## src/rtl/axil_cmd_master.sv

```systemverilog
// Single-outstanding AXI-Lite master: one command in, one AXI-Lite read or write out, one response back.
// Optional watchdog (to_err, TIMEOUT_CYCLES) is built only when AXIL_CMD_MASTER_TIMEOUT_EN is defined.
module axil_cmd_master #(
  parameter int DATA_WIDTH = 32,
  parameter int ADDR_WIDTH = 16,
  parameter int STRB_WIDTH = DATA_WIDTH / 8,
  parameter logic [2:0] PROT = 3'b000
`ifdef AXIL_CMD_MASTER_TIMEOUT_EN
  ,
  parameter int TIMEOUT_CYCLES = 1024
`endif
) (
  input  logic                  clk,
  input  logic                  rst,
  input  logic                  cmd_valid,
  output logic                  cmd_ready,
  input  logic                  cmd_write,
  input  logic [ADDR_WIDTH-1:0] cmd_addr,
  input  logic [DATA_WIDTH-1:0] cmd_wdata,
  input  logic [STRB_WIDTH-1:0] cmd_wstrb,
  output logic                  rsp_valid,
  input  logic                  rsp_ready,
  output logic                  rsp_write,
  output logic [DATA_WIDTH-1:0] rsp_rdata,
  output logic [1:0]            rsp_resp,
  output logic [ADDR_WIDTH-1:0] m_axil_awaddr,
  output logic [2:0]            m_axil_awprot,
  output logic                  m_axil_awvalid,
  input  logic                  m_axil_awready,
  output logic [DATA_WIDTH-1:0] m_axil_wdata,
  output logic [STRB_WIDTH-1:0] m_axil_wstrb,
  output logic                  m_axil_wvalid,
  input  logic                  m_axil_wready,
  input  logic [1:0]            m_axil_bresp,
  input  logic                  m_axil_bvalid,
  output logic                  m_axil_bready,
  output logic [ADDR_WIDTH-1:0] m_axil_araddr,
  output logic [2:0]            m_axil_arprot,
  output logic                  m_axil_arvalid,
  input  logic                  m_axil_arready,
  input  logic [DATA_WIDTH-1:0] m_axil_rdata,
  input  logic [1:0]            m_axil_rresp,
  input  logic                  m_axil_rvalid,
  output logic                  m_axil_rready,
`ifdef AXIL_CMD_MASTER_TIMEOUT_EN
  output logic                  to_err,
`endif
  output logic [2:0]            dbg_state
);

  // Every channel transfers on a cycle where its valid and ready are both high at
  // the rising edge; a valid, once raised, stays high until that transfer happens.
  typedef enum logic [2:0] {IDLE, WR_REQ, WR_RESP, RD_REQ, RD_RESP, RSP} state_t;

  state_t                state, state_next;
  logic [ADDR_WIDTH-1:0] addr_q;
  logic [DATA_WIDTH-1:0] wdata_q;
  logic [STRB_WIDTH-1:0] wstrb_q;
  logic                  write_q;
  logic                  aw_done, w_done;
  logic [DATA_WIDTH-1:0] rdata_q;
  logic [1:0]            resp_q;
  logic                  aw_fire, w_fire;

  assign aw_fire = m_axil_awvalid && m_axil_awready;
  assign w_fire  = m_axil_wvalid && m_axil_wready;

  always_ff @(posedge clk or posedge rst) begin
    if (rst) state <= IDLE;
    else     state <= state_next;
  end

  always_comb begin
    state_next = state;
    case (state)
      IDLE:    if (cmd_valid) state_next = cmd_write ? WR_REQ : RD_REQ;
      WR_REQ:  if ((aw_done || aw_fire) && (w_done || w_fire)) state_next = WR_RESP;
      WR_RESP: if (m_axil_bvalid) state_next = RSP;
      RD_REQ:  if (m_axil_arready) state_next = RD_RESP;
      RD_RESP: if (m_axil_rvalid) state_next = RSP;
      RSP:     if (rsp_ready) state_next = IDLE;
      default: state_next = IDLE;
    endcase
  end

  always_comb begin
    cmd_ready      = (state == IDLE) && !rst;
    m_axil_awvalid = (state == WR_REQ) && !aw_done;
    m_axil_wvalid  = (state == WR_REQ) && !w_done;
    m_axil_bready  = (state == WR_RESP);
    m_axil_arvalid = (state == RD_REQ);
    m_axil_rready  = (state == RD_RESP);
    rsp_valid      = (state == RSP);
    dbg_state      = state;
  end

  assign m_axil_awaddr = addr_q;
  assign m_axil_araddr = addr_q;
  assign m_axil_wdata  = wdata_q;
  assign m_axil_wstrb  = wstrb_q;
  assign m_axil_awprot = PROT;
  assign m_axil_arprot = PROT;
  assign rsp_write     = write_q;
  assign rsp_rdata     = rdata_q;
  assign rsp_resp      = resp_q;

  always_ff @(posedge clk or posedge rst) begin
    if (rst) begin
      addr_q  <= '0;
      wdata_q <= '0;
      wstrb_q <= '0;
      write_q <= 1'b0;
      aw_done <= 1'b0;
      w_done  <= 1'b0;
      rdata_q <= '0;
      resp_q  <= '0;
    end else begin
      case (state)
        IDLE: if (cmd_valid) begin
          addr_q  <= cmd_addr;
          wdata_q <= cmd_wdata;
          wstrb_q <= cmd_wstrb;
          write_q <= cmd_write;
          aw_done <= 1'b0;
          w_done  <= 1'b0;
        end
        WR_REQ: begin
          if (aw_fire) aw_done <= 1'b1;
          if (w_fire)  w_done  <= 1'b1;
        end
        WR_RESP: if (m_axil_bvalid) begin
          rdata_q <= '0;
          resp_q  <= m_axil_bresp;
        end
        RD_RESP: if (m_axil_rvalid) begin
          rdata_q <= m_axil_rdata;
          resp_q  <= m_axil_rresp;
        end
        default: ;
      endcase
    end
  end

`ifdef AXIL_CMD_MASTER_TIMEOUT_EN
  // Watchdog only flags a stall; the FSM keeps waiting on the slave.
  localparam int CNT_W = $clog2(TIMEOUT_CYCLES + 1);
  logic [CNT_W-1:0] to_cnt;
  logic             busy;

  assign busy = (state != IDLE) && (state != RSP);

  always_ff @(posedge clk or posedge rst) begin
    if (rst) begin
      to_cnt <= '0;
      to_err <= 1'b0;
    end else if (state != state_next) begin
      to_cnt <= '0;
    end else if (busy) begin
      if (to_cnt != CNT_W'(TIMEOUT_CYCLES)) to_cnt <= to_cnt + 1'b1;
      if (to_cnt == CNT_W'(TIMEOUT_CYCLES - 1)) to_err <= 1'b1;
    end
  end
`endif

endmodule

```

## config.mk

```make
export PLATFORM = sky130hd
export DESIGN_NAME = axil_cmd_master
export DESIGN_NICKNAME = d
export VERILOG_FILES = /design/src/rtl/axil_cmd_master.sv
export SDC_FILE = /design/constraint.sdc
export NUM_CORES = 1
export LEC_CHECK = 0
export ABC_CLOCK_PERIOD_IN_PS = 2860
export BUFFER_PORTS_ARGS = -buffer_cell sky130_fd_sc_hd__buf_2
export CAP_MARGIN = 20
export CORE_ASPECT_RATIO = 0.75
export CORE_MARGIN = 2
export CORE_UTILIZATION = 44
export CTS_CLUSTER_SIZE = 40
export DETAILED_ROUTE_END_ITERATION = 8
export GPL_TIMING_DRIVEN = 0
export PLACE_DENSITY = 0.8
export SLEW_MARGIN = 20
export SYNTH_ARGS = -nofsm -noshare
export SYNTH_HDL_FRONTEND = slang
export SYNTH_SLANG_ARGS = --single-unit
```

## constraint.sdc

```tcl
create_clock -name clk -period 2.86 [get_ports clk]
set_input_delay 0.143 -clock clk [delete_from_list [all_inputs] [get_ports clk]]
set_output_delay 0.143 -clock clk [all_outputs]
set_load 0.005 [all_outputs]
```

==> reports/qor.csv, run 1 <==
metric,value,unit
crit_fanout,10,
yosysUniqueCellTypes,29,
setup_viol,0,
cts_buffers,9,
maxSlewHeadroom,55.9,%
place_inst,581,
synth_warnings,0,
overflow,0,
reg2reg_setup_slack,1.03,ns
htree_levels,3,
syn_to_final_growth,41.7,%
period_share,63.8,%
syn_area_per_cell,14.6,um2
cts_buffer_depth,2,
clk_pin_slew,0.07,ns
syn_area,3760,um2
place_congestion,0.861,
die_h,84.1,um
drc_errors,0,
grt_usage,18.6,%
r2r-start,dbg_state[0],
cts_resized,0,
cp_cell_sequence,"nor4b_4, buf_6, mux2_2",
post-route-min-period,1.83,ns
row_count,29,
peakVddDrop,0.487,mV
grt_pass1_vias,2886,
holdWs,0.0287,ns
synth.ff_latch_count,92,
postCtsSetupBuffers,0,
cp.buffers_inverters,1,
antenna_found_initial,0,
die_area,9310,um2
synth.top_cell.area_share,61.2,%
ant_nets,0,
max_freq,548,MHz
max_stage_delay,0.66,ns
cts_tree,done,
drt-vias-per-instance,4.73,
synth_top_area_cell,dfrtp_1,
drive_gt1_share,65.3,%
outcome,finished clean,
max-cap-violations,0,
grt_setup_unrepaired,no,
wire_per_inst,14.5,um
worstRegToRegCells,3,
drtIter0Drc,57,
worst_pin_slew,0.659,ns
num_antenna_cells,0,
ys_top_cells_by_area,"dfrtp_1 61%, mux2_2 16%, a22o_1 7.4%, buf_4 4.4%, buf_6 1.8%",
fin_util,63.6,%
cpMaxStageDelayCell,nor4b_4,
fin_nets,583,
slew_viol_final,0,
grt_max_degree,49,
yosysSeqAreaShare,61.2,%
firstDrtPassIters,4,
finalHoldViolations,0,
initial_utilization,44.9,%
r2r_end,m_axil_wdata[11],
route.final.wire_length,8650,um
clock_latency,0.32,ns
stdcell_count,598,
multi_input_area,1190,um2
cellPowerDensity,1080,nW/um2
clkSinkCount,92,
clockRootBuffer,clkbuf_16,
die_w,111,um
hp-class,in -> reg,
syn_inst,257,
core-area,8380,um2
io_buffers,210,
power_leakage,2.80,nW
io_pins,217,
fillers,646,
min_path_cells,2,
seq_area,2300,um2
crit_type,reg -> reg,
hpwlAfterDp,6700,um
crit_path_end_kind,flop,
holdPathEnd,rsp_rdata[10],
fin_worst_skew,0.00755,ns
via_count,2827,
min-delay-start,m_axil_rdata[10],
cp.required,3.06,ns
start_kind,flop,
grt_pass1_wl,13900,um
critPathArrivalTime,2.03,ns
critPathTopFamily,simple AND/OR/NAND/NOR gates,
==> cells in the final DEF (no fill, tap or decap) <==
cell type	Yosys	layout
a211o_1	1	1
a21o_1	1	1
a21oi_1	5	5
a22o_1	32	32
a32o_1	1	1
buf_16	0	1
buf_2	8	218
buf_4	22	22
buf_6	6	6
bufinv_16	0	2
clkbuf_1	1	2
clkbuf_16	0	9
clkinvlp_4	0	1
conb_1	1	6
dfrtp_1	92	92
dlygate4sd3_1	0	1
inv_1	3	2
inv_4	0	1
inv_6	0	3
mux2_1	4	4
mux2_2	53	53
mux2i_1	1	1
mux4_2	1	1
nand2_1	1	1
nand2b_1	4	4
nand3b_1	2	2
nor2_1	8	8
nor3_1	2	2
nor3_2	1	1
nor3b_1	1	1
nor4_1	1	1
nor4b_4	1	1
o211ai_1	1	1
o221ai_1	1	1
o22ai_1	1	1
or3b_2	1	1
==> synthesized netlist by cell type, drive strengths merged <==
cell    number
a211o        1
a21o         1
a21oi        5
a22o        32
a32o         1
buf         36
clkbuf       1
conb         1
dfrtp       92
inv          3
mux2        57
mux2i        1
mux4         1
nand2        1
nand2b       4
nand3b       2
nor2         8
nor3         3
nor3b        1
nor4         1
nor4b        1
o211ai       1
o221ai       1
o22ai        1
or3b         1
==> worst max path at each step <==
| stage | end | cells past startpoint | from |
|---|---|---|---|
| floorplan | aw_done | 1 | rst |
| global placement | m_axil_araddr[7] | 2 | rst |
| detailed placement | m_axil_wdata[11] | 3 | dbg_state[0] |
| CTS | m_axil_wdata[11] | 3 | dbg_state[0] |
| global route | m_axil_wdata[2] | 3 | dbg_state[0] |
| finish | m_axil_wdata[11] | 3 | dbg_state[0] |
==> state kept, by name, summed over array words and instances (netlist names) <==
name           count
m_axil_wstrb       4
rsp_rdata         32
rsp_write          1
m_axil_wdata      32
w_done             1
m_axil_araddr     16
aw_done            1
rsp_resp           2
dbg_state          3
==> metal layers <==
layer  GRT usage, %  vias to the layer above  routed length [um]
met5              0                        -                   0
met4           4.55                        0                  40
met3           6.25                        2                 704
met2           31.8                      135                4270
met1           22.9                     1330                3640
li1               -                     1360                   -
==> timing repair <==
action | in CTS | in global routing
endpoints found under the setup margin | 0 | 0
hold endpoints to repair | 44 | 0
hold buffers | 1 | 0
==> power by group <==
group	leakage [nW]	internal, W	switching [W]
Clock	0.154	0.000775	0.000483
Sequential	1.13	0.00189	0.000353
Combinational	1.51	0.00135	0.000880
==> cell families after synthesis <==
family          after synthesis  synth area share [%]
compound gates               43                  9.41
other cells                   1                0.0997
simple gates                 22                  3.72
buf+inv                      40                  7.65
mux                          59                  17.9
flops                        92                  61.2
==> through the flow <==
step	cell area [um2]	setup TNS, ns	power [W]	setup slack (ns)
3_5_place_dp	5000	0	0.00453	0.990
4_1_cts	5330	0	0.00582	0.985
5_1_grt	5330	0	0.00611	0.917
6_report	5330	0	0.00573	1.03
2_1_floorplan	3780	0	0.00350	0.325
3_3_place_gp	4970	-58.39	0.00443	-0.640
==> layout make-up <==
type                    instances  area share [%]
flip-flops and latches         92            43.2
multi-input cells             130            22.3
repair buffers                212            20.4
plain buffers                  37            5.19
clock buffers                  10            4.30
well taps                     108            2.54
clock inverters                 6            1.76
inverters                       3           0.258
Power figures use the tool's default switching activity.
==> inputs of run 2 (changes only) <==
ABC_AREA = 1   (was unset)
ABC_CLOCK_PERIOD_IN_PS = 1620   (was 2860)
CORE_UTILIZATION = 40   (was 44)
PLACE_DENSITY = 0.76   (was 0.8)
clock period = 1.62 ns   (was 2.86 ns; I/O delays follow)
==> reports/qor.csv, run 2 <==
metric,value,unit,change
fin_nets,775,,+33%
final_cell_area,6770,um2,+27%
drc_errors,0,,unchanged
fin_tns_setup,-0.0119,ns,-0.0119 ns
setup_ws,-0.00854,ns,-1.04 ns
initial_utilization,41.2,%,-3.7 points
layout_commonest_cell,buf_2,,
die_w,119,um,+7.8%
start_kind,flop,,
post-route-min-period,1.63,ns,-0.196 ns
ys_top_cells_by_count,"92 x dfrtp_1, 56 x nand2_1, 43 x mux2_2",,
drt-vias-per-instance,4.76,,+0.72%
hp-class,in -> reg,,
violations,negative setup slack,,
yosysUniqueCellTypes,24,,-17%
peakVddDrop,0.970,mV,+99%
ant_nets,0,,unchanged
drive_gt1_share,51.2,%,-14 points
netSwitchingFraction,35.0,%,+5.1 points
power,0.0120,W,+110%
cp.required,1.84,ns,-1.22 ns
synth_warnings,0,,unchanged
slew_viol_final,0,,unchanged
grt_max_degree,33,,-33%
synth-async-reset-ratio,100,%,unchanged
syn_inst,354,,+38%
fin_worst_skew,0.00678,ns,-0.000764 ns
fin_util,69.9,%,+6.3 points
layout_common_cells,"212 x buf_2, 89 x dfrtp_1, 82 x dlygate4sd3_1",,
p_comb_share,48.7,%,+9.8 points
synth_top_area_cell,dfrtp_1,,
hpwlAfterDp,7940,um,+19%
route.final.wire_length,13200,um,+52%
max-cap-violations,0,,unchanged
synth.top_cell.area_share,57.6,%,-3.6 points
crit_fanout,5,,-5
yosysSeqAreaShare,57.6,%,-3.6 points
syn_to_final_growth,69.6,%,
power_frac_clock,16.3,%,-5.7 points
clkSinkCount,92,,unchanged
cts_tree,done,,
clockRootBuffer,clkbuf_16,,
yosysMostFrequentCell,dfrtp_1,,
die_area,10800,um2,+16%
io_buffers,210,,unchanged
syn_area_per_cell,11.3,um2,-23%
outcome,"finished, violations left",,
overflow,0,,unchanged
grt_pass1_wl,20000,um,+43%
row_count,31,,+6.9%
io_pins,217,,unchanged
grt_usage,23.5,%,+4.9 points
htree_levels,3,,unchanged
holdWs,0.00695,ns,-0.0217 ns
synth_ff_type,dfrtp_1,,
clock_latency,0.34,ns,+0.02 ns
via_count,3871,,+37%
cellPowerDensity,1770,nW/um2,+65%
firstDrtPassIters,4,,unchanged
drtIter0Drc,149,,+160%
fillers,678,,+5.0%
synth.ff_latch_count,92,,unchanged
p_seq_share,35.0,%,-4.1 points
setup_viol,2,,+2
cts_buffer_depth,2,,unchanged
grt_pass1_vias,4064,,+41%
synth-edff-count,0,,unchanged
ys_top_cells_by_area,"dfrtp_1 58%, mux2_2 12%, nand2_1 5.3%, nand3_1 4.9%, o21ai_0 4.5%",,
clk_pin_slew,0.06,ns,about the same
critPathArrivalTime,1.85,ns,-0.18 ns
place_congestion,0.816,,-5.2%
crit_type,reg -> reg,,
syn_area,4000,um2,+6.2%
period_share,101,%,+37 points
power_leakage,3.67,nW,+31%
antenna_found_initial,0,,unchanged
intPower,0.00780,W,+94%
placed_area,5300,um2,+6.1%
crit_path_end_kind,flop,,
wire_per_inst,16.2,um,+12%
switchingPower,0.00421,W,+150%
max_freq,614,MHz,+12%
grt_setup_unrepaired,yes,,
num_antenna_cells,0,,unchanged
die_h,90.6,um,+7.7%
finalHoldViolations,0,,unchanged
cts_buffers,9,,unchanged
core-area,9700,um2,+16%
==> run 2: changes by cell type after synthesis, sizes merged, moves of 4 or more <==
cell    before  now
mux2        57   53
nand2        1   59
a22o        32    0
inv          3   15
o21ai        0   36
nand3        0   39
nand2b       4    0
==> run 2: power groups by stage <==
stage / clock network (W) / registers [W] / logic, W
after floorplan: 0 / 0.00414 / 0.00260
after global placement: 0 / 0.00404 / 0.00460
after detailed placement: 0 / 0.00411 / 0.00476
after CTS: 0.00200 / 0.00413 / 0.00521
after global routing: 0.00210 / 0.00434 / 0.00635
final: 0.00196 / 0.00420 / 0.00584
==> run 2: cell families after synthesis <==
| kind of cell | count (synthesis) | share of synthesized area [%] |
|---|---|---|
| other | 1 | 0.0939 |
| AO/OA/AOI/OAI | 38 | 4.76 |
| buffers and inverters | 56 | 9.21 |
| multiplexers | 53 | 14.9 |
| AND/OR/NAND/NOR | 114 | 13.4 |
| flip-flops | 92 | 57.6 |
==> run 2: final cells by class <==
type	instances	area, um2	share of cell area [%]
Multi-Input combinational cell	212	1500	22.2
Clock inverter	5	37.5	0.554
Tap cell	132	165	2.44
Inverter	16	70.1	1.03
Clock buffer	10	239	3.53
Timing Repair Buffer	309	2140	31.6
Sequential cell	92	2310	34.0
Buffer	37	317	4.67
==> run 2: final timing paths <==
kind                            cells past startpoint             from  slack, ns         endpoint
worst max-delay path                                5     dbg_state[1]     -0.009  m_axil_wdata[4]
worst min-delay path                                3  m_axil_rdata[6]      0.007     rsp_rdata[6]
worst max register to register                      5     dbg_state[1]     -0.009  m_axil_wdata[4]
worst min register to register                      2     rsp_rdata[5]       0.50     rsp_rdata[5]
max in group asynchronous                           5              rst       0.64    rsp_rdata[27]
min in group asynchronous                           3              rst       0.33        rsp_write
==> run 2: critical path, cell delays in order, from the launching register on <==
cell and delay (ns):
dfrtp_2 0.45, nor2_4 0.18, nand2_4 0.12, nor2_8 0.15
bufbuf_16 0.28, mux2_2 0.33
==> run 2: per-stage QoR <==
stage | worst slack, ns | instances
2_1_floorplan | 0.106 | 359
3_3_place_gp | -0.146 | 701
3_5_place_dp | -0.0964 | 704
4_1_cts | -0.0178 | 809
5_1_grt | -0.0713 | 813
6_report | -0.00854 | 813
==> run 2: repair_timing <==
action / 4_1_cts / 5_1_grt
endpoints found under the setup margin: 55 / 79
pin swaps: 2 / 3
gates resized for setup: 15 / 48
hold buffers: 82 / 0
gates cloned: 2 / 3
buffers inserted: 8 / 2
endpoints found under the hold margin: 96 / 0
==> run 2: routing by layer <==
metal	vias up	GRT usage, %	share of wire [%]
li1	1811	-	-
met1	1855	25.2	38
met2	186	43.8	52
met3	19	7.51	8.2
met4	0	7.35	1.8
met5	-	0	0
